==> src/rtl/uart_mem_loader.sv <==
// uart_mem_loader: boot-time program loader.
//
// Receives an 8N1 serial byte stream, parses a 16-bit big-endian word count N
// followed by N big-endian 16-bit words, and writes each word into unified
// memory through the IO write port at BASE_ADDR + i (wrapping mod 2^16).
// The CPU is held stalled until the whole image has been written.
//
// Optional feature macro: LOADER_VERIFY_EN
//   When defined, each written word is read back through RADDR_IO/DATA_OUT_IO.
//   Read data arrives two cycles after the write.
//   A mismatch is a load error.
//   When undefined, RADDR_IO is tied to 0 and DATA_OUT_IO is ignored.
//
// Handshake: there is no backpressure on the serial side. Internally, byte
// valid is a one-cycle pulse that the loader must take in that cycle. The one
// exception is a byte that lands while the loader is writing or verifying.
// That byte is parked in a single pending slot and taken at the next
// byte-accepting state.
//
// Ports:
//   CLK         system clock, rising edge
//   RST         synchronous active-high reset
//   RXD         asynchronous serial input, idle high
//   WADDR_IO    memory IO write address (holds last value)
//   DATA_IN_IO  memory IO write data (holds last value)
//   MW_IO_ON    memory IO write strobe, one-cycle pulse
//   RADDR_IO    memory IO read address (verify build only, else 0)
//   DATA_OUT_IO memory IO read data (verify build only)
//   CPU_HOLD    high while the CPU must not fetch or retire
//   LOAD_DONE   sticky, image fully written
//   LOAD_ERR    sticky, framing or verify error
//   rx_state    debug view of the receiver FSM state
//   ld_state    debug view of the loader FSM state

module uart_mem_loader #(
    parameter int          CLKS_PER_BIT = 16,
    parameter logic [15:0] BASE_ADDR    = 16'h0000
) (
    input  logic        CLK,
    input  logic        RST,
    input  logic        RXD,
    output logic [15:0] WADDR_IO,
    output logic [15:0] DATA_IN_IO,
    output logic        MW_IO_ON,
    output logic [15:0] RADDR_IO,
    input  logic [15:0] DATA_OUT_IO,
    output logic        CPU_HOLD,
    output logic        LOAD_DONE,
    output logic        LOAD_ERR,
    output logic [1:0]  rx_state,
    output logic [3:0]  ld_state
);

    localparam int CW = $clog2(CLKS_PER_BIT);
    localparam logic [CW-1:0] FULL_LAST = CW'(CLKS_PER_BIT - 1);
    localparam logic [CW-1:0] HALF_LAST = CW'(CLKS_PER_BIT / 2 - 1);

    typedef enum logic [1:0] {
        RX_IDLE, RX_START, RX_DATA, RX_STOP
    } rx_state_t;

    typedef enum logic [3:0] {
        CNT_HI, CNT_LO, DAT_HI, DAT_LO, WRITE, VWAIT, VERIFY, DONE, ERROR
    } ld_state_t;

    // ---------------- input synchronizer ----------------
    logic sync1, rx_s;

    always_ff @(posedge CLK) begin
        if (RST) begin
            sync1 <= 1'b1;
            rx_s  <= 1'b1;
        end else begin
            sync1 <= RXD;
            rx_s  <= sync1;
        end
    end

    // ---------------- receiver FSM ----------------
    rx_state_t     rx_st, rx_next;
    logic [CW-1:0] cnt, cnt_next;
    logic [2:0]    bit_idx, bit_next;
    logic [7:0]    shreg, shreg_next;
    logic          byte_pulse, frame_pulse;
    logic          byte_valid, frame_err;

    always_ff @(posedge CLK) begin
        if (RST) begin
            rx_st      <= RX_IDLE;
            cnt        <= '0;
            bit_idx    <= '0;
            shreg      <= '0;
            byte_valid <= 1'b0;
            frame_err  <= 1'b0;
        end else begin
            rx_st      <= rx_next;
            cnt        <= cnt_next;
            bit_idx    <= bit_next;
            shreg      <= shreg_next;
            byte_valid <= byte_pulse;
            frame_err  <= frame_pulse;
        end
    end

    always_comb begin
        rx_next     = rx_st;
        cnt_next    = cnt;
        bit_next    = bit_idx;
        shreg_next  = shreg;
        byte_pulse  = 1'b0;
        frame_pulse = 1'b0;
        case (rx_st)
            RX_IDLE: begin
                if (!rx_s) begin
                    rx_next  = RX_START;
                    cnt_next = '0;
                end
            end
            RX_START: begin
                // Mid start bit: a high line here means the low was a glitch.
                if (cnt == HALF_LAST) begin
                    cnt_next = '0;
                    bit_next = '0;
                    rx_next  = rx_s ? RX_IDLE : RX_DATA;
                end else begin
                    cnt_next = cnt + CW'(1);
                end
            end
            RX_DATA: begin
                if (cnt == FULL_LAST) begin
                    cnt_next   = '0;
                    shreg_next = {rx_s, shreg[7:1]};
                    if (bit_idx == 3'd7) rx_next  = RX_STOP;
                    else                 bit_next = bit_idx + 3'd1;
                end else begin
                    cnt_next = cnt + CW'(1);
                end
            end
            RX_STOP: begin
                // Returning to idle mid stop bit leaves half a bit of margin
                // to catch the next start edge of a back-to-back frame.
                if (cnt == FULL_LAST) begin
                    cnt_next = '0;
                    rx_next  = RX_IDLE;
                    if (rx_s) byte_pulse  = 1'b1;
                    else      frame_pulse = 1'b1;
                end else begin
                    cnt_next = cnt + CW'(1);
                end
            end
            default: rx_next = RX_IDLE;
        endcase
    end

    // ---------------- loader FSM ----------------
    ld_state_t   ld_st, ld_next;
    logic [15:0] count_q, idx_q, waddr_q, data_q;
    logic [7:0]  word_hi, pend_byte, byte_in;
    logic        pend_valid, byte_avail, accepting, err_event;
    logic        verify_bad;

    assign accepting  = (ld_st == CNT_HI) || (ld_st == CNT_LO) ||
                        (ld_st == DAT_HI) || (ld_st == DAT_LO);
    assign byte_avail = byte_valid || pend_valid;
    assign byte_in    = pend_valid ? pend_byte : shreg;
    assign err_event  = frame_err && (ld_st != DONE) && (ld_st != ERROR);

`ifdef LOADER_VERIFY_EN
    assign verify_bad = (DATA_OUT_IO != data_q);
    assign RADDR_IO   = (ld_st == WRITE) ? waddr_q : 16'h0000;
`else
    logic unused_read;
    assign unused_read = ^DATA_OUT_IO;
    assign verify_bad  = 1'b0;
    assign RADDR_IO    = 16'h0000;
`endif

    always_comb begin
        ld_next = ld_st;
        case (ld_st)
            CNT_HI: if (byte_avail) ld_next = CNT_LO;
            CNT_LO: if (byte_avail)
                        ld_next = ({count_q[15:8], byte_in} == 16'h0000) ? DONE : DAT_HI;
            DAT_HI: if (byte_avail) ld_next = DAT_LO;
            DAT_LO: if (byte_avail) ld_next = WRITE;
`ifdef LOADER_VERIFY_EN
            WRITE:  ld_next = VWAIT;
            VWAIT:  ld_next = VERIFY;
            // idx_q was already advanced in WRITE.
            VERIFY: ld_next = verify_bad ? ERROR :
                              (idx_q == count_q) ? DONE : DAT_HI;
`else
            WRITE:  ld_next = ((idx_q + 16'd1) == count_q) ? DONE : DAT_HI;
`endif
            DONE:   ld_next = DONE;
            ERROR:  ld_next = ERROR;
            default: ld_next = ERROR;
        endcase
        if (err_event) ld_next = ERROR;
    end

    always_ff @(posedge CLK) begin
        if (RST) begin
            ld_st      <= CNT_HI;
            count_q    <= '0;
            idx_q      <= '0;
            word_hi    <= '0;
            waddr_q    <= BASE_ADDR;
            data_q     <= '0;
            pend_valid <= 1'b0;
            pend_byte  <= '0;
        end else begin
            ld_st <= ld_next;

            if (accepting) begin
                pend_valid <= 1'b0;
            end else if (byte_valid && (ld_st != DONE) && (ld_st != ERROR)) begin
                pend_valid <= 1'b1;
                pend_byte  <= shreg;
            end

            if (byte_avail) begin
                case (ld_st)
                    CNT_HI: count_q[15:8] <= byte_in;
                    CNT_LO: begin
                        count_q[7:0] <= byte_in;
                        idx_q        <= '0;
                    end
                    DAT_HI: word_hi <= byte_in;
                    DAT_LO: begin
                        waddr_q <= BASE_ADDR + idx_q;
                        data_q  <= {word_hi, byte_in};
                    end
                    default: ;
                endcase
            end

            if (ld_st == WRITE) idx_q <= idx_q + 16'd1;
        end
    end

    assign WADDR_IO   = waddr_q;
    assign DATA_IN_IO = data_q;
    assign MW_IO_ON   = (ld_st == WRITE);
    assign CPU_HOLD   = (ld_st != DONE);
    assign LOAD_DONE  = (ld_st == DONE);
    assign LOAD_ERR   = (ld_st == ERROR);
    assign rx_state   = rx_st;
    assign ld_state   = ld_st;

endmodule

==> config.mk <==
export PLATFORM = sky130hd
export DESIGN_NAME = uart_mem_loader
export DESIGN_NICKNAME = d
export VERILOG_FILES = /design/src/rtl/uart_mem_loader.sv
export SDC_FILE = /design/constraint.sdc
export NUM_CORES = 1
export LEC_CHECK = 0
export ABC_CLOCK_PERIOD_IN_PS = 3100
export CAP_MARGIN = 5
export CORE_ASPECT_RATIO = 1.5
export CORE_MARGIN = 1
export CORE_UTILIZATION = 50
export DETAILED_ROUTE_END_ITERATION = 8
export PLACE_DENSITY = 0.85
export SLEW_MARGIN = 20
export SYNTH_ARGS = -nofsm -noshare
export SYNTH_HDL_FRONTEND = slang
export SYNTH_SLANG_ARGS = --single-unit
export TNS_END_PERCENT = 100
==> constraint.sdc <==
create_clock -name CLK -period 3.1 [get_ports CLK]
set_clock_uncertainty 0.2 [all_clocks]
set_input_delay 0.775 -clock CLK [delete_from_list [all_inputs] [get_ports CLK]]
set_output_delay 0.775 -clock CLK [all_outputs]
set_load 0.05 [all_outputs]
==> results of run 1 <==
[critical path: cells and delay by family (launching register included)]
family,cells,cell delay [ps]
AND/OR/NAND/NOR,3,880
AO/OA/AOI/OAI,2,600
multiplexers,1,370
flip-flops,1,450
adder cells (fa/ha/maj),1,350
[metal layers]
| metal | track usage (%) | vias up | share of wire [%] |
|---|---|---|---|
| met2 | 42.09 | 124 | 54 |
| met4 | 13.08 | 0 | 3.8 |
| met3 | 4.042 | 32 | 3.4 |
| li1 | - | 2186 | - |
| met5 | 0 | - | 0 |
| met1 | 24.78 | 2089 | 39 |
[timing repair]
action | in CTS | in global routing
endpoints found under the setup margin | 0 | 3
hold buffers | 0 | 0
resized for setup | 0 | 2
[worst min-delay path by stage]
| stage | startpoint | to | slack (ps) | depth (start not counted) |
|---|---|---|---|---|
| 2_1_floorplan | sync1 | rx_s | 190 | 1 |
| 3_3_place_gp | sync1 | rx_s | 200 | 1 |
| 3_5_place_dp | sync1 | rx_s | 200 | 1 |
| 4_1_cts | sync1 | rx_s | 220 | 1 |
| 5_1_grt | sync1 | rx_s | 240 | 1 |
| 6_report | sync1 | rx_s | 210 | 1 |
[registers in the layout (all words and copies together) (netlist names), 3 cells and up, named ones only]
name and flops:
pend_byte 8, bit_idx 3, count_q 16, ld_state 4
idx_q 16, DATA_IN_IO 16, WADDR_IO 16, cnt 4
shreg 8, word_hi 8
[cell families after synthesis]
family / Yosys count / synth area share, %
fa+ha+maj: 4 / 0.9953
compound gates: 139 / 17.29
flops: 106 / 42.20
buf+inv: 69 / 6.594
mux: 29 / 5.822
xor+xnor: 17 / 2.961
other cells: 1 / 0.07457
simple gates: 256 / 24.06
[stage by stage]
stage | utilization, % | hold slack [ps] | cell area (um^2) | setup WS (ps) | power (mW)
2_1_floorplan | - | 189.5 | 5090 | 109.3 | 1.480
3_3_place_gp | 56.52 | 204.0 | 5508 | 307.2 | 1.470
3_5_place_dp | 56.52 | 204.5 | 5508 | 297.7 | 1.471
4_1_cts | 59.57 | 221.4 | 5804 | 38.33 | 2.593
5_1_grt | 59.66 | 241.3 | 5813 | 45.95 | 2.651
6_report | 59.66 | 214.8 | 5813 | 170.5 | 2.574
[Yosys cell counts, types with 3 or more instances]
master    count
dfxtp_1     106
nor2_1       95
nand2_1      71
a21oi_1      55
clkbuf_1     41
a211oi_1     37
mux2i_1      27
o21ai_0      23
nand3_1      20
buf_4        16
xnor2_1      12
and2_1        9
nor4_1        8
or3_1         7
inv_1         6
nand4_1       6
nor2b_1       5
nor3b_1       5
xor2_1        5
and4_1        4
ha_1          4
nor3_1        4
buf_2         3
nand2b_1      3
nand3b_1      3
nand4b_1      3
or2_2         3
[layout make-up]
type                            instances  area (um^2)  share of cell area [%]
Multi-Input combinational cell        461         2645                   45.50
Sequential cell                       106         2122                   36.50
Timing Repair Buffer                   62        578.1                   9.944
Clock buffer                           10        229.0                   3.939
Tap cell                              115        143.9                   2.475
Clock inverter                          6        67.56                   1.162
Inverter                                7        27.53                  0.4735
[power breakdown]
part / switching (mW) / internal [mW] / leakage (nW)
logic: 0.0668 / 0.00735 / 0.986
clock network: 0.507 / 0.628 / 0.139
registers: 0.00291 / 1.36 / 0.854
total: 0.577 / 2.00 / 1.98
==> results.txt, run 1 <==
share of the synthesized area in the top cell type: 42.20%
total CTS buffers: 9
Max rail drop VDD: 383.0 uV
number of post-CTS setup repair buffers: 0
Distinct cells, synth: 58
wire length per cell after detailed routing: 15.57 um
setup repair after global routing missed its margin: false
reg-to-reg endpoint: ld_state[0]
violated checks: design-rule violations
synthesized flop and latch total: 106
maximum number of pins on one net before global-route repair: 105
Post-Route Setup TNS: 0 ps
critical path class: reg2reg
relative max-transition margin: 31.00%
leading cell type in the layout, fill and taps excluded: dfxtp_1
leading cell types in the layout, fill and taps excluded: 106 x dfxtp_1, 94 x nor2_1, 71 x nand2_1
initial core utilization: 51.61%
min Tclk post-route: 2929 ps
diode count: 0
number of port buffers: 44
most area-hungry cell type in the Yosys netlist: dfxtp_1
Max clock buf depth: 2
synthesized netlist cell count: 621
vias in the first global route: 4,135
antenna-violating nets left: 0
count of non-filler cells in the finished layout: 767
Initial DRC Count: 293
via count normalized by instance count: 5.777
critical path startpoint category: flop
detailed-route DRC error count: 6
floorplan die area: 10,470 um^2
Post-synth ARST share: 0%
max_cap viols: 0
sum of routed wire length over all layers: 11,940 um
sequence of cells on the critical path: ha_1 -> nand4_1 -> nor4_2 -> mux2_2 -> a2111oi_0 -> nand4_1 -> o211ai_1
initial antenna violation count: 0
root buffer cell: clkbuf_16
crit path launch: idx_q[1]
Horiz. Die Dim: 83.88 um
critical path data required time: 3180 ps
number of pins exceeding their max-slew limit in the final report: 0
highest cell delay on the worst timing path: 480 ps
Reg clk slew, reported paths: 70 ps
clock network latency to the later pin of the worst-skew pair: 350 ps
CP max FO: 8
aggregate global-route resource usage: 23.13%
Setup crit end kind: flop
share of cells above drive strength 1: 7.822%
most numerous cell on the critical path: nand4_1
Core ar.: 9744 um^2
Layout area overhead: 15.60%
GP Congestion: 0.9341
final number of hold-violating endpoints: 0
final net count: 670
total number of vias: 4,431
R2R setup slack: 170 ps
Post-synth EDFFs: 0
Worst path slowest cell: a2111oi_0
placement row count: 44
boundary pin count: 77
First-pass DRT Iterations: 7
R2R cell count: 7
Synth Warn #: 0
# H-tree levels: 3
biggest area contributors in the synthesized netlist: dfxtp_1 42%, nor2_1 7.1%, a211oi_1 5.5%, a21oi_1 5.5%, mux2i_1 5.4%
netlist area before placement: 5029 um^2
crit path to: ld_state[0]
sequential area share after synthesis: 42.20%
classification of the worst-slack hold path: reg2reg
Post-DP HPWL: 8324 um
data arrival time of the worst path: 3010 ps
leakage power total: 1.979 nW
PwrDens: 442.8 nW/um^2
timing-limited maximum frequency: 341.4 MHz
slew of the pin with the lowest slew margin: 1035 ps
post-route fraction of the period consumed by the critical path: 94.50%
vertical die dimension: 124.8 um
wire length of the first global-routing pass: 19,500 um
Placed Cells incl. Taps: 751
fillcell total: 839
most used flip-flop cell after synthesis: dfxtp_1
status: finished, violations left
total clock sinks: 106
CTS tree: done
syn_area_per_cell: 8.098 um^2
Finish-stage setup viols: 0
reg-to-reg critical path startpoint: idx_q[1]
total overflow reported by the global router: 0
Power figures use the tool's default switching activity.
==> run 2, diff against run 1 <==
--- a/config.mk
+++ b/config.mk
@@ -9,9 +9,9 @@
 export CAP_MARGIN = 5
 export CORE_ASPECT_RATIO = 1.5
 export CORE_MARGIN = 1
-export CORE_UTILIZATION = 50
+export CORE_UTILIZATION = 45
 export DETAILED_ROUTE_END_ITERATION = 8
-export PLACE_DENSITY = 0.85
+export PLACE_DENSITY = 0.78
 export SLEW_MARGIN = 20
 export SYNTH_ARGS = -nofsm -noshare
 export SYNTH_HDL_FRONTEND = slang
==> run 2 against run 1 <==
  * The flow now finishes without violations
  * First-iteration DRC count grew 3.4%
  * Sequential power is essentially flat
  * Critical endpoint is now MW_IO_ON
  * Flip-flop and latch count is the same
  * Critical path depth shrank 3
  * Final area grew 0.62%
  * Highest routed layer unchanged
  * Utilization shrank 5.0 points
  * Die area grew 11%
==> results.txt, run 2 (synthesis results as in run 1) <==
setup repair after global routing missed its margin: false
Worst path slowest cell: or3b_4
CP max FO: 21 (+13)
leakage power total: 1.974 nW (-0.23%)
boundary pin count: 77 (unchanged)
floorplan die area: 11,610 um^2 (+11%)
highest cell delay on the worst timing path: 530 ps (+50 ps)
Max rail drop VDD: 324.2 uV (-15%)
number of pins exceeding their max-slew limit in the final report: 0 (unchanged)
total clock sinks: 106 (unchanged)
Core ar.: 10,710 um^2 (+9.9%)
number of port buffers: 44 (unchanged)
final net count: 667 (-0.45%)
Post-Route Setup TNS: 0 ps (unchanged)
timing-limited maximum frequency: 344.3 MHz (+0.87%)
share of cells above drive strength 1: 7.242% (-0.58 points)
critical path startpoint category: flop
Non-Filler Cell Area, Final: 5849 um^2 (+0.62%)
final number of hold-violating endpoints: 0 (unchanged)
Setup crit end kind: output pin
Initial DRC Count: 303 (+3.4%)
Design Power: 2.612 mW (+1.5%)
post-route fraction of the period consumed by the critical path: 93.68% (-0.82 points)
clock network latency to the later pin of the worst-skew pair: 350 ps (about the same)
First-pass DRT Iterations: 5 (-2)
wire length per cell after detailed routing: 14.90 um (-4.3%)
max_cap viols: 0 (unchanged)
leading cell types in the layout, fill and taps excluded: 106 x dfxtp_1, 94 x nor2_1, 71 x nand2_1
vertical die dimension: 131.5 um (+5.3%)
fillcell total: 1,007 (+20%)
vias in the first global route: 4,076 (-1.4%)
min Tclk post-route: 2904 ps (-25.32 ps)
number of post-CTS setup repair buffers: 0 (unchanged)
CTS tree: done
total number of vias: 4,423 (-0.18%)
critical path data required time: 2120 ps (-1060 ps)
Post-DP HPWL: 8244 um (-0.96%)
largest delay contributor family on the critical path: simple AND/OR/NAND/NOR gates
slew of the pin with the lowest slew margin: 1018 ps (-17.29 ps)
detailed-route DRC error count: 0 (-6)
GP Congestion: 0.9154 (-2.0%)
total CTS buffers: 9 (unchanged)
wire length of the first global-routing pass: 19,520 um (+0.11%)
total cell area at the placement stage: 5534 um^2 (+0.48%)
placement row count: 46 (+4.5%)
count of buffer and inverter cells on the critical path: 2 (+2)
sum of routed wire length over all layers: 11,820 um (-1.0%)
via count normalized by instance count: 5.578 (-3.5%)
PwrDens: 446.6 nW/um^2 (+0.84%)
data arrival time of the worst path: 1930 ps (-1080 ps)
Max clock buf depth: 2 (unchanged)
diode count: 0 (unchanged)
Finish-stage setup viols: 0 (unchanged)
Layout area overhead: 16.32%
classification of the worst-slack hold path: reg2reg
aggregate global-route resource usage: 21.45% (-1.7 points)
initial core utilization: 46.97% (-4.6 points)
Reg clk slew, reported paths: 70 ps (about the same)
leading cell type in the layout, fill and taps excluded: dfxtp_1
Horiz. Die Dim: 88.31 um (+5.3%)
initial antenna violation count: 0 (unchanged)
status: completed
maximum number of pins on one net before global-route repair: 105 (unchanged)
sequence of cells on the critical path: or2_4 -> or3b_4 -> clkinv_2 -> buf_12
# H-tree levels: 3 (unchanged)
antenna-violating nets left: 0 (unchanged)
total overflow reported by the global router: 0 (unchanged)
root buffer cell: clkbuf_16
relative max-transition margin: 32.15% (+1.2 points)
critical path class: reg2out
-- run 2: worst reg2reg max path, cell delays in order (launching register included) --
cell	delay, ps
dfxtp_1	460
ha_1	340
nand4_1	200
nor4_2	430
mux2_2	390
a2111oi_0	400
nand4_1	240
o211ai_1	140
-- run 2: routing by layer --
metal	wire length (um)	share of wire, %	track usage (%)
met5	0	0	0
met4	403	3.4	11.29
met3	499	4.2	3.894
met2	6244	53	36.88
met1	4671	40	24.50
-- run 2: final timing paths --
path          startpoint          end  slack, ps  cells past startpoint
max          ld_state[0]     MW_IO_ON        200                      4
max reg2reg     idx_q[1]  ld_state[0]        220                      7
min                sync1         rx_s        220                      1
min reg2reg        sync1         rx_s        220                      1
-- run 2: what timing repair did --
item	4_1_cts	5_1_grt
hold buffers	0	0
resized for setup	0	2
setup endpoints to repair	0	3
-- run 2: cell type report --
class,instances,area (um^2),area share [%]
Inverter,7,27.53,0.4706
Clock buffer,13,260.3,4.449
Sequential cell,106,2122,36.28
Timing Repair Buffer,59,568.0,9.711
Tap cell,144,180.2,3.080
Clock inverter,3,46.29,0.7914
Multi-Input combinational cell,461,2645,45.22
-- run 2: stage by stage --
| stage | utilization (%) | worst slack [ps] | hold WS [ps] | std cells |
|---|---|---|---|---|
| floorplan | - | 109.3 | 189.5 | 636 |
| global placement | 51.69 | 210.3 | 201.5 | 777 |
| detailed placement | 51.69 | 147.2 | 201.4 | 777 |
| CTS | 54.56 | 54.27 | 220.4 | 793 |
| global route | 54.64 | 88.53 | 226.8 | 793 |
| finish | 54.64 | 195.8 | 215.7 | 793 |
-- run 2: where the power goes --
group	internal, mW	switching (mW)	total, mW
Sequential	1.36	0.00301	1.37
Combinational	0.00736	0.0665	0.0739
Clock	0.674	0.498	1.17
Total	2.04	0.568	2.61
==> run 3, diff against run 2 <==
--- a/config.mk
+++ b/config.mk
@@ -11,7 +11,7 @@
 export CORE_MARGIN = 1
 export CORE_UTILIZATION = 45
 export DETAILED_ROUTE_END_ITERATION = 8
-export PLACE_DENSITY = 0.78
+export PLACE_DENSITY = 0.75
 export SLEW_MARGIN = 20
 export SYNTH_ARGS = -nofsm -noshare
 export SYNTH_HDL_FRONTEND = slang
==> run 3 against run 2 <==
  * Total power increased by 0.69%
  * Register-to-register slack about the same
  * First-iteration DRC count down 32%
  * Fmax rose by 1.3%
  * Wire length grew 4.5%
  * Via count is 0.52% lower
  * Worst setup slack improved by 37 ps
  * Largest cell class unchanged
==> results.txt, run 3 (synthesis results as in run 1) <==
status: completed
highest cell delay on the worst timing path: 470 ps (-60 ps)
startpoint of the most critical hold path: sync1
reg-to-reg critical path startpoint: idx_q[1]
Horiz. Die Dim: 88.31 um (unchanged)
critical path class: reg2reg
sequence of cells on the critical path: ha_1 -> nand4_1 -> nor4_2 -> mux2_2 -> a2111oi_0 -> nand4_1 -> o21ai_0
R2R cell count: 7 (unchanged)
Post-Route Setup TNS: 0 ps (unchanged)
total clock sinks: 106 (unchanged)
placement row count: 46 (unchanged)
floorplan die area: 11,610 um^2 (unchanged)
Reg clk slew, reported paths: 80 ps (about the same)
relative max-transition margin: 31.65% (-0.51 points)
boundary pin count: 77 (unchanged)
post-route fraction of the period consumed by the critical path: 92.50% (-1.2 points)
initial antenna violation count: 0 (unchanged)
vertical die dimension: 131.5 um (unchanged)
count of buffer and inverter cells on the critical path: 0 (-2)
setup repair after global routing missed its margin: false
Core ar.: 10,710 um^2 (unchanged)
end point of the worst hold path: rx_s
largest delay contributor family on the critical path: simple AND/OR/NAND/NOR gates
# H-tree levels: 3 (unchanged)
vias in the first global route: 4,151 (+1.8%)
leading cell type in the layout, fill and taps excluded: dfxtp_1
root buffer cell: clkbuf_16
leakage power total: 2.002 nW (+1.4%)
R2R setup slack: 230 ps (about the same)
Setup crit end kind: flop
setup slack at placement: 182.0 ps (+34.79 ps)
Max clock buf depth: 2 (unchanged)
CP max FO: 8 (-62%)
aggregate global-route resource usage: 22.28% (+0.83 points)
final number of hold-violating endpoints: 0 (unchanged)
reg-to-reg endpoint: ld_state[2]
wire length per cell after detailed routing: 15.48 um (+3.9%)
Layout area overhead: 16.97%
max_cap viols: 0 (unchanged)
PwrDens: 447.2 nW/um^2 (+0.13%)
instance count along the most critical hold path: 1 (unchanged)
number of buffers added to fix hold violations after cts: 0 (unchanged)
most numerous cell on the critical path: nand4_1
wire length of the first global-routing pass: 20,220 um (+3.6%)
total CTS buffers: 9 (unchanged)
timing-limited maximum frequency: 348.7 MHz (+1.3%)
final net count: 672 (+0.75%)
classification of the worst-slack hold path: reg2reg
via count normalized by instance count: 5.514 (-1.1%)
number of port buffers: 44 (unchanged)
antenna-violating nets left: 0 (unchanged)
slew of the pin with the lowest slew margin: 1025 ps (+7.577 ps)
share of cells above drive strength 1: 8.257% (+1.0 points)
diode count: 0 (unchanged)
First-pass DRT Iterations: 5 (unchanged)
data arrival time of the worst path: 2940 ps (+1010 ps)
Finish-stage setup viols: 0 (unchanged)
detailed-route DRC error count: 0 (unchanged)
Post-DP HPWL: 8563 um (+3.9%)
Initial DRC Count: 206 (-32%)
maximum number of pins on one net before global-route repair: 105 (unchanged)
critical path startpoint category: flop
clock network latency to the later pin of the worst-skew pair: 350 ps (about the same)
number of post-CTS setup repair buffers: 0 (unchanged)
total number of vias: 4,400 (-0.52%)
CTS tree: done
total overflow reported by the global router: 0 (unchanged)
min Tclk post-route: 2867 ps (-36.75 ps)
initial core utilization: 46.97% (unchanged)
GP Congestion: 0.9443 (+3.2%)
critical path data required time: 3180 ps (+1060 ps)
Worst path slowest cell: dfxtp_1
Max rail drop VDD: 291.9 uV (-10%)
leading cell types in the layout, fill and taps excluded: 106 x dfxtp_1, 94 x nor2_1, 71 x nand2_1
final worst-path setup slack: 232.6 ps (+36.75 ps)
sum of routed wire length over all layers: 12,350 um (+4.5%)
fillcell total: 1,030 (+2.3%)
number of pins exceeding their max-slew limit in the final report: 0 (unchanged)
-- run 3: how the worst max path moves through the flow --
stage / startpoint / end / slack [ps] / depth (start not counted)
global placement: idx_q[1] / ld_state[0] / 260 / 7
detailed placement: idx_q[1] / ld_state[2] / 180 / 7
CTS: ld_state[0] / CPU_HOLD / 60 / 4
floorplan: ld_state[0] / MW_IO_ON / 110 / 5
finish: idx_q[1] / ld_state[2] / 230 / 7
global route: idx_q[1] / ld_state[0] / 60 / 7
-- run 3: layout make-up --
class | instances | area [um^2] | share of cell area (%)
Clock inverter | 6 | 75.07 | 1.276
Timing Repair Buffer | 64 | 593.1 | 10.08
Inverter | 7 | 27.53 | 0.4680
Clock buffer | 10 | 239.0 | 4.063
Multi-Input combinational cell | 461 | 2645 | 44.97
Tap cell | 144 | 180.2 | 3.063
Sequential cell | 106 | 2122 | 36.08
-- run 3: through the flow --
stage / cell area [um^2] / std cells / power, mW / util (%) / hold WS, ps
floorplan: 5090 / 636 / 1.480 / - / 189.5
global placement: 5559 / 782 / 1.470 / 51.93 / 205.5
detailed placement: 5559 / 782 / 1.471 / 51.93 / 201.7
CTS: 5873 / 798 / 2.644 / 54.86 / 224.6
global route: 5882 / 798 / 2.705 / 54.94 / 231.1
finish: 5882 / 798 / 2.630 / 54.94 / 221.1
-- run 3: where the power goes --
| part | total [mW] | switching (mW) | internal [mW] |
|---|---|---|---|
| registers | 1.37 | 0.00289 | 1.36 |
| clock network | 1.19 | 0.532 | 0.658 |
| logic | 0.0740 | 0.0667 | 0.00735 |
| total | 2.63 | 0.602 | 2.03 |
-- run 3: metal layers --
layer / GRT usage [%] / up-vias / wire length (um) / part of all wire, %
li1: - / 2201 / - / -
met1: 24.61 / 2062 / 4956 / 40
met2: 40.09 / 111 / 6658 / 54
met3: 3.769 / 26 / 359 / 2.9
met4: 10.30 / 0 / 376 / 3.0
met5: 0 / - / 0 / 0
-- run 3: repair_timing --
item	CTS	global route
endpoints found under the hold margin	0	0
resized for setup	0	2
endpoints found under the setup margin	0	3
